**config.mk**
```make
export PLATFORM = sky130hd
export DESIGN_NAME = matraptor_row_merge_pe_flat
export DESIGN_NICKNAME = d
export VERILOG_FILES = /design/src/rtl/matraptor_row_merge_pe_if.sv /design/src/rtl/matraptor_row_merge_pe.sv /design/src/flat_wrapper.sv
export SDC_FILE = /design/constraint.sdc
export NUM_CORES = 2
export LEC_CHECK = 0
export ABC_CLOCK_PERIOD_IN_PS = 12500
export CAP_MARGIN = 15
export CORE_AREA = 3 3 511 513
export DETAILED_ROUTE_END_ITERATION = 6
export DIE_AREA = 0 0 514 516
export GPL_ROUTABILITY_DRIVEN = 1
export PLACE_DENSITY = 0.68
export RECOVER_POWER = 25
export SYNTH_ARGS = -nofsm -noshare
export SYNTH_HDL_FRONTEND = slang
export SYNTH_SLANG_ARGS = --single-unit
```
**constraint.sdc**
```tcl
create_clock -name clk -period 12.5 [get_ports clk]
set_input_delay 3.75 -clock clk [delete_from_list [all_inputs] [get_ports clk]]
set_output_delay 3.75 -clock clk [all_outputs]
set_load 0.05 [all_outputs]
```
**src/rtl/matraptor_row_merge_pe_if.sv**
```systemverilog
// Stream interface for the MatRaptor row-merge PE: partial-product input stream
// and merged CSR-ordered output stream.
interface matraptor_row_merge_pe_if #(
    parameter int DATA_W = 32,
    parameter int IDX_W  = 16
);
    logic              in_valid;
    logic              in_ready;
    logic [DATA_W-1:0] in_val;
    logic [IDX_W-1:0]  in_row;
    logic [IDX_W-1:0]  in_col;
    logic              in_seg_last;
    logic              in_row_last;

    logic              out_valid;
    logic              out_ready;
    logic [DATA_W-1:0] out_val;
    logic [IDX_W-1:0]  out_row;
    logic [IDX_W-1:0]  out_col;
    logic              out_row_last;

    modport slave (
        input  in_valid, in_val, in_row, in_col, in_seg_last, in_row_last, out_ready,
        output in_ready, out_valid, out_val, out_row, out_col, out_row_last
    );

    modport master (
        output in_valid, in_val, in_row, in_col, in_seg_last, in_row_last, out_ready,
        input  in_ready, out_valid, out_val, out_row, out_col, out_row_last
    );
endinterface

```
**src/rtl/matraptor_row_merge_pe.sv**
```systemverilog
// MatRaptor row-merge PE: fills one sorted queue per input segment, then k-way
// merges the queues in column order, summing duplicate columns into one entry.
module matraptor_row_merge_pe #(
    parameter int DATA_W  = 32,
    parameter int IDX_W   = 16,
    parameter int NQ      = 4,
    parameter int Q_DEPTH = 16
) (
    input  logic                    clk,
    input  logic                    rst_n,
    matraptor_row_merge_pe_if.slave bus,
    output logic                    busy_o,
    output logic                    err_overflow_o
);
    localparam int PTR_W = $clog2(Q_DEPTH) + 1;
    localparam int AW    = PTR_W - 1;
    localparam int SEG_W = $clog2(NQ + 1);
    localparam int QI_W  = (NQ > 1) ? $clog2(NQ) : 1;

    typedef enum logic {S_FILL = 1'b0, S_MERGE = 1'b1} state_e;

    state_e            state_q, state_d;
    logic [DATA_W-1:0] mem_val_q [NQ][Q_DEPTH];
    logic [IDX_W-1:0]  mem_col_q [NQ][Q_DEPTH];
    logic [PTR_W-1:0]  wr_ptr_q  [NQ];
    logic [PTR_W-1:0]  rd_ptr_q  [NQ];
    logic [NQ-1:0]     empty_s, full_s;

    logic [SEG_W-1:0]  seg_idx_q, seg_idx_d;
    logic [IDX_W-1:0]  row_q, row_d;
    logic              acc_valid_q, acc_valid_d;
    logic [DATA_W-1:0] acc_val_q, acc_val_d;
    logic [IDX_W-1:0]  acc_col_q, acc_col_d;
    logic              out_valid_q, out_valid_d;
    logic [DATA_W-1:0] out_val_q, out_val_d;
    logic [IDX_W-1:0]  out_row_q, out_row_d;
    logic [IDX_W-1:0]  out_col_q, out_col_d;
    logic              out_last_q, out_last_d;
    logic              err_q, err_d;

    logic              accept_s, wr_en_s, pop_s, slot_free_s, seg_full_s;
    logic              head_found_s, take_s;
    logic [QI_W-1:0]   head_idx_s;
    logic [IDX_W-1:0]  head_col_s;
    logic [DATA_W-1:0] head_val_s;

    // Queue status from wrap-bit pointers
    always_comb begin
        empty_s    = '0;
        full_s     = '0;
        seg_full_s = 1'b0;
        for (int k = 0; k < NQ; k++) begin
            empty_s[k] = (wr_ptr_q[k] == rd_ptr_q[k]);
            full_s[k]  = (wr_ptr_q[k][AW] != rd_ptr_q[k][AW]) &&
                         (wr_ptr_q[k][AW-1:0] == rd_ptr_q[k][AW-1:0]);
            seg_full_s = (seg_idx_q == SEG_W'(k)) ? full_s[k] : seg_full_s;
        end
    end

    // Head selection: smallest head column, ties resolved toward the lowest queue
    always_comb begin
        head_found_s = 1'b0;
        head_idx_s   = '0;
        head_col_s   = '0;
        head_val_s   = '0;
        take_s       = 1'b0;
        for (int k = 0; k < NQ; k++) begin
            take_s       = !empty_s[k] &&
                           (!head_found_s || (mem_col_q[k][rd_ptr_q[k][AW-1:0]] < head_col_s));
            head_idx_s   = take_s ? QI_W'(k) : head_idx_s;
            head_col_s   = take_s ? mem_col_q[k][rd_ptr_q[k][AW-1:0]] : head_col_s;
            head_val_s   = take_s ? mem_val_q[k][rd_ptr_q[k][AW-1:0]] : head_val_s;
            head_found_s = head_found_s | take_s;
        end
    end

    // Next-state logic for the fill/merge FSM, accumulator and output register
    always_comb begin
        state_d     = state_q;
        seg_idx_d   = seg_idx_q;
        row_d       = row_q;
        acc_valid_d = acc_valid_q;
        acc_val_d   = acc_val_q;
        acc_col_d   = acc_col_q;
        out_valid_d = out_valid_q && !bus.out_ready;
        out_val_d   = out_val_q;
        out_row_d   = out_row_q;
        out_col_d   = out_col_q;
        out_last_d  = out_last_q;
        err_d       = err_q;
        wr_en_s     = 1'b0;
        pop_s       = 1'b0;
        accept_s    = bus.in_valid && (state_q == S_FILL);
        slot_free_s = !out_valid_q || bus.out_ready;

        case (state_q)
            S_FILL: begin
                if (accept_s) begin
                    // Out-of-range segment or full queue: beat is consumed but dropped
                    wr_en_s = (seg_idx_q < SEG_W'(NQ)) && !seg_full_s;
                    err_d   = err_q | !wr_en_s;
                    if (bus.in_row_last) begin
                        seg_idx_d = '0;
                        row_d     = bus.in_row;
                        state_d   = S_MERGE;
                    end else if (bus.in_seg_last) begin
                        seg_idx_d = (seg_idx_q == SEG_W'(NQ)) ? seg_idx_q : seg_idx_q + SEG_W'(1);
                    end else begin
                        seg_idx_d = seg_idx_q;
                    end
                end else begin
                    wr_en_s = 1'b0;
                end
            end
            S_MERGE: begin
                if (head_found_s) begin
                    if (!acc_valid_q) begin
                        pop_s       = 1'b1;
                        acc_valid_d = 1'b1;
                        acc_val_d   = head_val_s;
                        acc_col_d   = head_col_s;
                    end else if (head_col_s == acc_col_q) begin
                        pop_s     = 1'b1;
                        acc_val_d = acc_val_q + head_val_s;
                    end else if (slot_free_s) begin
                        pop_s       = 1'b1;
                        out_valid_d = 1'b1;
                        out_val_d   = acc_val_q;
                        out_row_d   = row_q;
                        out_col_d   = acc_col_q;
                        out_last_d  = 1'b0;
                        acc_val_d   = head_val_s;
                        acc_col_d   = head_col_s;
                    end else begin
                        pop_s = 1'b0;
                    end
                end else if (acc_valid_q) begin
                    if (slot_free_s) begin
                        out_valid_d = 1'b1;
                        out_val_d   = acc_val_q;
                        out_row_d   = row_q;
                        out_col_d   = acc_col_q;
                        out_last_d  = 1'b1;
                        acc_valid_d = 1'b0;
                        state_d     = S_FILL;
                    end else begin
                        state_d = S_MERGE;
                    end
                end else begin
                    // Every beat of the row was dropped: nothing to emit
                    state_d = S_FILL;
                end
            end
            default: begin
                state_d = S_FILL;
            end
        endcase
    end

    // Control state, pointers, accumulator and output registers
    always_ff @(posedge clk or negedge rst_n) begin
        if (!rst_n) begin
            state_q     <= S_FILL;
            seg_idx_q   <= '0;
            row_q       <= '0;
            acc_valid_q <= 1'b0;
            acc_val_q   <= '0;
            acc_col_q   <= '0;
            out_valid_q <= 1'b0;
            out_val_q   <= '0;
            out_row_q   <= '0;
            out_col_q   <= '0;
            out_last_q  <= 1'b0;
            err_q       <= 1'b0;
            for (int k = 0; k < NQ; k++) begin
                wr_ptr_q[k] <= '0;
                rd_ptr_q[k] <= '0;
            end
        end else begin
            state_q     <= state_d;
            seg_idx_q   <= seg_idx_d;
            row_q       <= row_d;
            acc_valid_q <= acc_valid_d;
            acc_val_q   <= acc_val_d;
            acc_col_q   <= acc_col_d;
            out_valid_q <= out_valid_d;
            out_val_q   <= out_val_d;
            out_row_q   <= out_row_d;
            out_col_q   <= out_col_d;
            out_last_q  <= out_last_d;
            err_q       <= err_d;
            for (int k = 0; k < NQ; k++) begin
                if (wr_en_s && (seg_idx_q == SEG_W'(k))) begin
                    wr_ptr_q[k] <= wr_ptr_q[k] + PTR_W'(1);
                end
                if (pop_s && (head_idx_s == QI_W'(k))) begin
                    rd_ptr_q[k] <= rd_ptr_q[k] + PTR_W'(1);
                end
            end
        end
    end

    // Queue storage
    always_ff @(posedge clk) begin
        for (int k = 0; k < NQ; k++) begin
            if (wr_en_s && (seg_idx_q == SEG_W'(k))) begin
                mem_val_q[k][wr_ptr_q[k][AW-1:0]] <= bus.in_val;
                mem_col_q[k][wr_ptr_q[k][AW-1:0]] <= bus.in_col;
            end
        end
    end

    assign bus.in_ready     = (state_q == S_FILL);
    assign bus.out_valid    = out_valid_q;
    assign bus.out_val      = out_val_q;
    assign bus.out_row      = out_row_q;
    assign bus.out_col      = out_col_q;
    assign bus.out_row_last = out_last_q;
    assign busy_o           = (state_q != S_FILL);
    assign err_overflow_o   = err_q;
endmodule
```
**src/flat_wrapper.sv**
```systemverilog
// flat-port wrapper written by rule: the top's interface ports become plain ports
module matraptor_row_merge_pe_flat 
#(
    parameter int DATA_W  = 32,
    parameter int IDX_W   = 16,
    parameter int NQ      = 4,
    parameter int Q_DEPTH = 16
)
  (clk, rst_n, busy_o, err_overflow_o, bus_in_valid, bus_in_val, bus_in_row, bus_in_col, bus_in_seg_last, bus_in_row_last, bus_out_ready, bus_in_ready, bus_out_valid, bus_out_val, bus_out_row, bus_out_col, bus_out_row_last);
  matraptor_row_merge_pe_if #(.DATA_W(DATA_W), .IDX_W(IDX_W)) bus_i ();
  input  logic clk;
  input  logic rst_n;
  output logic busy_o;
  output logic err_overflow_o;
  input wire logic [$bits(bus_i.in_valid)-1:0] bus_in_valid;
  input wire logic [$bits(bus_i.in_val)-1:0] bus_in_val;
  input wire logic [$bits(bus_i.in_row)-1:0] bus_in_row;
  input wire logic [$bits(bus_i.in_col)-1:0] bus_in_col;
  input wire logic [$bits(bus_i.in_seg_last)-1:0] bus_in_seg_last;
  input wire logic [$bits(bus_i.in_row_last)-1:0] bus_in_row_last;
  input wire logic [$bits(bus_i.out_ready)-1:0] bus_out_ready;
  output wire logic [$bits(bus_i.in_ready)-1:0] bus_in_ready;
  output wire logic [$bits(bus_i.out_valid)-1:0] bus_out_valid;
  output wire logic [$bits(bus_i.out_val)-1:0] bus_out_val;
  output wire logic [$bits(bus_i.out_row)-1:0] bus_out_row;
  output wire logic [$bits(bus_i.out_col)-1:0] bus_out_col;
  output wire logic [$bits(bus_i.out_row_last)-1:0] bus_out_row_last;
  assign bus_i.in_valid = bus_in_valid;
  assign bus_i.in_val = bus_in_val;
  assign bus_i.in_row = bus_in_row;
  assign bus_i.in_col = bus_in_col;
  assign bus_i.in_seg_last = bus_in_seg_last;
  assign bus_i.in_row_last = bus_in_row_last;
  assign bus_i.out_ready = bus_out_ready;
  assign bus_in_ready = bus_i.in_ready;
  assign bus_out_valid = bus_i.out_valid;
  assign bus_out_val = bus_i.out_val;
  assign bus_out_row = bus_i.out_row;
  assign bus_out_col = bus_i.out_col;
  assign bus_out_row_last = bus_i.out_row_last;
  matraptor_row_merge_pe #(.DATA_W(DATA_W), .IDX_W(IDX_W), .NQ(NQ), .Q_DEPTH(Q_DEPTH)) u_core (.clk(clk), .rst_n(rst_n), .bus(bus_i), .busy_o(busy_o), .err_overflow_o(err_overflow_o));
endmodule
```
# Word level (Yosys, flattened, before mapping)
# Memories as Yosys holds them, arrays and structs flattened.
# Cells that the tools add are included.
# op_classes
n_mux	134
mul	0
n_addsub	10
reduce_logical	52
shift	0
eq_ne	25
n_bitwise	13
order_cmp	16
div	0
# ops
cell	n
two-way mux 512 bit	10
two-way mux 256 bit	10
OR reduction 512 bit	3
two-way mux 32 bit	24
OR reduction 256 bit	3
binary-select mux 32 bit (select 4 bit)	4
demux 32 bit (select 4 bit)	4
two-way mux 16 bit	29
binary-select mux 16 bit (select 4 bit)	4
demux 16 bit (select 4 bit)	4
less-than comparator 16 bit	3
adder 5 x 1 -> 5 bit, second input constant	8
greater-or-equal comparator 5 bit, second input constant	8
inverter 4 -> 5 bit	8
two-way mux 1 bit	33
adder 32 bit	1
logical AND 1 bit	22
== test 5 bit	4
less-than comparator 5 x 1 -> 1 bit, second input constant	4
== test 16 bit	1
== test 4 bit	4
two-way mux 2 bit	8
AND reduction 4 bit	3
zero test 1 bit	10
20 further kinds	38
# totals
out_inout_bits	69
reg_bits	176
rom_bits	0
mem_count	2
elab_cells	272
latchBits	0
ram_bits	3072
# mem_list
memory	depth	width	rd	rd_clocked_by_memory_dff	write_ports	line	rtl
u_core.mem_val_q	4	512	4	0	1	matraptor_row_merge_pe.sv:23	logic [DATA_W-1:0] mem_val_q [NQ][Q_DEPTH];
u_core.mem_col_q	4	256	4	0	1	matraptor_row_merge_pe.sv:24	logic [IDX_W-1:0] mem_col_q [NQ][Q_DEPTH];

# Logic depth before layout (Yosys ltp)
# depth
ltp_word	23
depth_mapped	63

# Worst setup path before layout
# No wires, ideal clock.
# synth_timing
path_kind	register to register
start	register u_core.rd_ptr_q[16] in the netlist's numbering
end	register u_core.acc_val_q[31]
t_arrival_ns	13.004
path_stages_with_launch	60
slack_ns	-0.624
period_less_slack_ns	13.124
required_time_ns	12.380
cell_sequence	dfrtp_1 -> clkbuf_1 -> buf_1 -> buf_1 -> clkbuf_1 -> clkbuf_1 -> mux4_2 -> mux4_2 -> and2_1 -> inv_1 -> ha_1 -> and2_1 -> a311oi_1 -> o22ai_1 -> o32a_1 -> nor2_1 -> buf_2 -> mux2_2 -> [... 24 more ...] -> clkbuf_1 -> nand2_1 -> o211ai_1 -> ha_1 -> a21o_1 -> a21oi_1 -> nor2b_1 -> o21a_1 -> o311ai_0 -> a31oi_1 -> a211oi_1 -> o221ai_1 -> a311oi_1 -> inv_1 -> a21oi_1 -> xor2_1 -> o41a_1 -> o211a_1
# synth_via
elab_chain_cells	20
elab_cells_between_ends	38
# synth_lines
element	line	rtl
start: declaration	matraptor_row_merge_pe.sv:26	logic [PTR_W-1:0] rd_ptr_q [NQ];
start signal: indexed assignment	matraptor_row_merge_pe.sv:197	rd_ptr_q[k] <= rd_ptr_q[k] + PTR_W'(1);
inverter 4 -> 5 bit	n/a	
binary-select mux 16 bit (select 4 bit)	n/a	
two-way mux 16 bit	n/a	
two-way mux 16 bit (not written as such)	matraptor_row_merge_pe.sv:71	head_col_s = take_s ? mem_col_q[k][rd_ptr_q[k][AW-1:0]] : head_col_s;
two-way mux 16 bit	matraptor_row_merge_pe.sv:71	
less-than comparator 16 bit	matraptor_row_merge_pe.sv:69	(!head_found_s || (mem_col_q[k][rd_ptr_q[k][AW-1:0]] < head_col_s));
logical OR 1 bit	matraptor_row_merge_pe.sv:69	
logical AND 1 bit	matraptor_row_merge_pe.sv:68	take_s = !empty_s[k] &&
[... 4 more ...]	n/a	
two-way mux 16 bit or bitwise OR 1 bit (tied branches)	matraptor_row_merge_pe.sv:71, matraptor_row_merge_pe.sv:73	
less-than comparator 16 bit or zero test 1 bit (tied branches)	matraptor_row_merge_pe.sv:69	
logical OR 1 bit	matraptor_row_merge_pe.sv:69	
logical AND 1 bit	matraptor_row_merge_pe.sv:68	
two-way mux 32 bit or two-way mux 16 bit (tied branches)	matraptor_row_merge_pe.sv:72, matraptor_row_merge_pe.sv:71	
adder 32 bit, or another cell as far along	matraptor_row_merge_pe.sv:124	acc_val_d = acc_val_q + head_val_s;
two-way mux 32 bit or inequality test 3 bit (tied branches)	n/a	
two-way mux 32 bit or AND reduction 3 bit (tied branches)	n/a	
end signal: assignment	matraptor_row_merge_pe.sv:184	acc_val_q <= acc_val_d;
end: declaration	matraptor_row_merge_pe.sv:32	logic [DATA_W-1:0] acc_val_q, acc_val_d;
# Parallel ways exist; a longest one is shown, timed or not. The select of a mux whose other input is x is not followed.
# A chain may end at the register's enable or synchronous reset.

# Worst setup path in the final report
# layout_timing
start	register u_core.rd_ptr_q[15] in the netlist's numbering
end	register u_core.acc_val_q[31]
# Same word-level chain as after synthesis.

==> results by group <==
Synth
  – Post-Synth XOR/XNOR Area: 0.00614
  – Yosys reg bits: 3248
  – Synth Area in Adders: 0.00988
  – Synthesized area per cell: 21.6 um^2
  – Synth unique cells: 81
  – Seq/Total Area, Yosys: 0.753
  – Mapped Area: 128000 um^2
  – Mux cell area share after synthesis: 0.171
  – Synth Area in Compound Gates: 0.0270
  – Async SR Flop Fraction: 0.0542
  – Mapped Cells: 5942
  – Top FF cell, synth: edfxtp_1
  – Syn nets: 6112
  – Synthesis Warnings: 0
  – Number of synthesized flops with an enable pin: approximately 3100
  – Largest family of logic cells by synthesized area: multiplexers
  – Post-synthesis simple-gate area fraction: 0.0193

GRT
  – Total track usage: 0.244
  – Initial antenna violation count: 8
  – Number of global-route vias before repair: 64163
  – Global route total overflow: 0
  – Largest net degree at the start of global routing: about 150
  – First-pass GRT wire length: 465 mm

Detailed routing
  – Drt first pass iters: 5
  – DR WL/cell: about 32 um
  – Vias per cell: 6.33
  – DRC errors left: 0
  – Initial DRC Count: 7892
  – Final wirelength: 323 mm
  – Via count: between 60000 and 70000
  – Antenna-violating nets left: 0

Layout
  – Area growth syn-to-layout: 13.3%
  – Most common cell after layout, fill and taps aside: edfxtp_1
  – Share of cells above drive strength 1: 0.264
  – Fin nets: ~6500
  – Most frequent cells in the layout: edfxtp_1, mux4_2, clkbuf_16
  – Final Util: 0.567

Floorplan
  – Io pins: 139
  – CORE AREA: roughly 260000 um^2
  – Initial core utilization: 0.500
  – Site row count: 186
  – Die Wd: 514 um
  – Die Span Y: 516 um
  – Die area: between 200000 and 300000 um^2

Status
  – Status: complete, but fails checks
  – Failing checks: max-capacitance violations, max-slew violations

Critical path
  – RR Startpoint: u_core.rd_ptr_q[15]
  – RR Endpoint: u_core.acc_val_q[31]
  – CP top delay family: compound AO/OA/AOI/OAI gates
  – Setup crit end kind: flip-flop
  – CP max stage delay: around 570 ps
  – Critical path class: flip-flop to flip-flop
  – Peak fanout along the critical path: 20
  – WP buf/inv: 8
  – Most used cell, CP: buf_4
  – Worst path slowest cell: dfrtp_4
  – Type of origin of the critical path: flip-flop
  – WP data arrival: 12790 ps
  – FF-to-FF setup slack: ~530 ps
  – Req. time, crit path: approximately 13000 ps
  – Worst r2r path cells: 50

Clock tree
  – Total CTS buffers: 333
  – Hold_buf cts: 0
  – Worst-path clk slew: 60 ps
  – Worst skew pair latency: 950 ps
  – Clock root buffer: clkbuf_16
  – CTS Buffer Depth: 4
  – CTS tree: yes
  – H-Tree Depth: 5
  – CTS Sinks: 3248

Worst hold path
  – Hold endpoint: u_core.bus.out_row[13]
  – Worst hold start: u_core.row_q[13]
  – Worst hold-check path type: flip-flop to flip-flop
  – Hold Path Depth: 1

STA
  – # setup viols final: 0
  – Final slew viol count: between 1500 and 2000
  – Final Hold Vio Count: 0
  – Worst-margin pin slew: 3750 ps
  – Fmax: roughly 84 MHz
  – Post-layout min period: 11970 ps
  – Final TNS setup: 0 ps
  – Slew headroom: -1.50
  – Clock skew: about 45 ps
  – Tcrit/Tclk final: 0.958

Placement
  – RD Place Congestion: about 0.9
  – IO buf count: 138
  – Post-DP HPWL: around 180 mm

Job
  – Max Cap Viol: 34
-- through the flow --
stage	hold slack (ps)	std cells	worst slack [ps]	area, um^2
2_1_floorplan	452	5942	3.65	128000
3_3_place_gp	443	9346	-89.1	134000
3_5_place_dp	470	9348	-391	135000
4_1_cts	485	9932	32.6	145000
5_1_grt	500	9966	-31.6	145000
6_report	483	9970	526	145000
-- synth_stat cells, drive strengths merged, types with 23 or more instances --
cell / count / share of area
a211oi: 28 / 0.0016
a21o: 26 / 0.0015
a21oi: 102 / 0.0040
a221oi: 63 / 0.0043
and2: 48 / 0.0023
and3: 34 / 0.0017
buf: 113 / 0.0042
clkbuf: 201 / 0.0059
dfrtp: 176 / 0.034
edfxtp: 3072 / 0.72
ha: 99 / 0.0096
inv: 114 / 0.0033
mux2: 99 / 0.0087
mux2i: 131 / 0.010
mux4: 869 / 0.15
nand2: 125 / 0.0037
nand3: 23 / 0.00094
nand4: 24 / 0.0012
nor2: 88 / 0.0026
nor3: 66 / 0.0026
o21ai: 83 / 0.0033
o221ai: 50 / 0.0034
xnor2: 52 / 0.0035
xor2: 38 / 0.0026
-- worst max path at each step --
stage	from	endpoint	cells after the start
2_1_floorplan	u_core.rd_ptr_q[15]	u_core.acc_val_q[31]	59
3_3_place_gp	u_core.rd_ptr_q[15]	u_core.acc_val_q[31]	49
6_report	u_core.rd_ptr_q[15]	u_core.acc_val_q[31]	50
5_1_grt	u_core.rd_ptr_q[15]	u_core.acc_val_q[28]	53
3_5_place_dp	u_core.rd_ptr_q[15]	u_core.acc_val_q[31]	48
4_1_cts	u_core.rd_ptr_q[15]	u_core.acc_val_q[30]	51
-- what timing repair did --
action | CTS | global route
setup buffers | 3 | 15
pin swaps | 0 | 8
endpoints found under the setup margin | 8 | 47
endpoints found under the hold margin | 0 | 0
gates cloned | 0 | 2
gates resized for setup | 3 | 28
-- layer usage --
layer  vias up  routed length (um)  track usage
met5         -                  57            0
met4         8               12800       0.0893
met3       473               23100       0.0344
met2      2900              160000        0.400
met1     33885              127000        0.338
li1      25808                   -            -
-- flip-flops by register name (all words and copies together), names as in the netlist, 3 cells and up --
signal,cells
u_core.wr_ptr_q,20
u_core.acc_col_q,16
u_core.seg_idx_q,3
u_core.acc_val_q,32
u_core.bus.out_col,16
u_core.bus.out_val,32
u_core.row_q,16
u_core.bus.out_row,16
u_core.mem_col_q,1024
u_core.rd_ptr_q,20
u_core.mem_val_q,2048
-- area by class of cell --
type | count | area, um^2
fillers | 18466 | 111000
inverters | 114 | 428
repair buffers | 370 | 2930
flip-flops and latches | 3248 | 96700
well taps | 3384 | 4230
clock buffers | 414 | 8890
multi-input cells | 2267 | 30500
clock inverters | 167 | 1760
diodes | 6 | 15.0
-- worst reg2reg max path, delay by kind of cell, from the launching register on --
kind                     cells  cell delay, ps
AO/OA/AOI/OAI               21            5050
buffers and inverters        8            1260
adder cells (fa/ha/maj)      4            1100
AND/OR/NAND/NOR             13            2400
multiplexers                 3            1380
XOR/XNOR                     1             120
flip-flops                   1             570
-- cells by family (layout without fill, tap and decap cells) --
family	Yosys count	after routing
flip-flops	3248	3248
adder cells (fa/ha/maj)	101	101
AND/OR/NAND/NOR	485	486
other	0	6
multiplexers	1099	1099
buffers and inverters	428	1065
XOR/XNOR	90	90
AO/OA/AOI/OAI	491	491
Power is not shown: default switching activity piles up to over one toggle a cycle in this logic, so the estimate is an artifact.
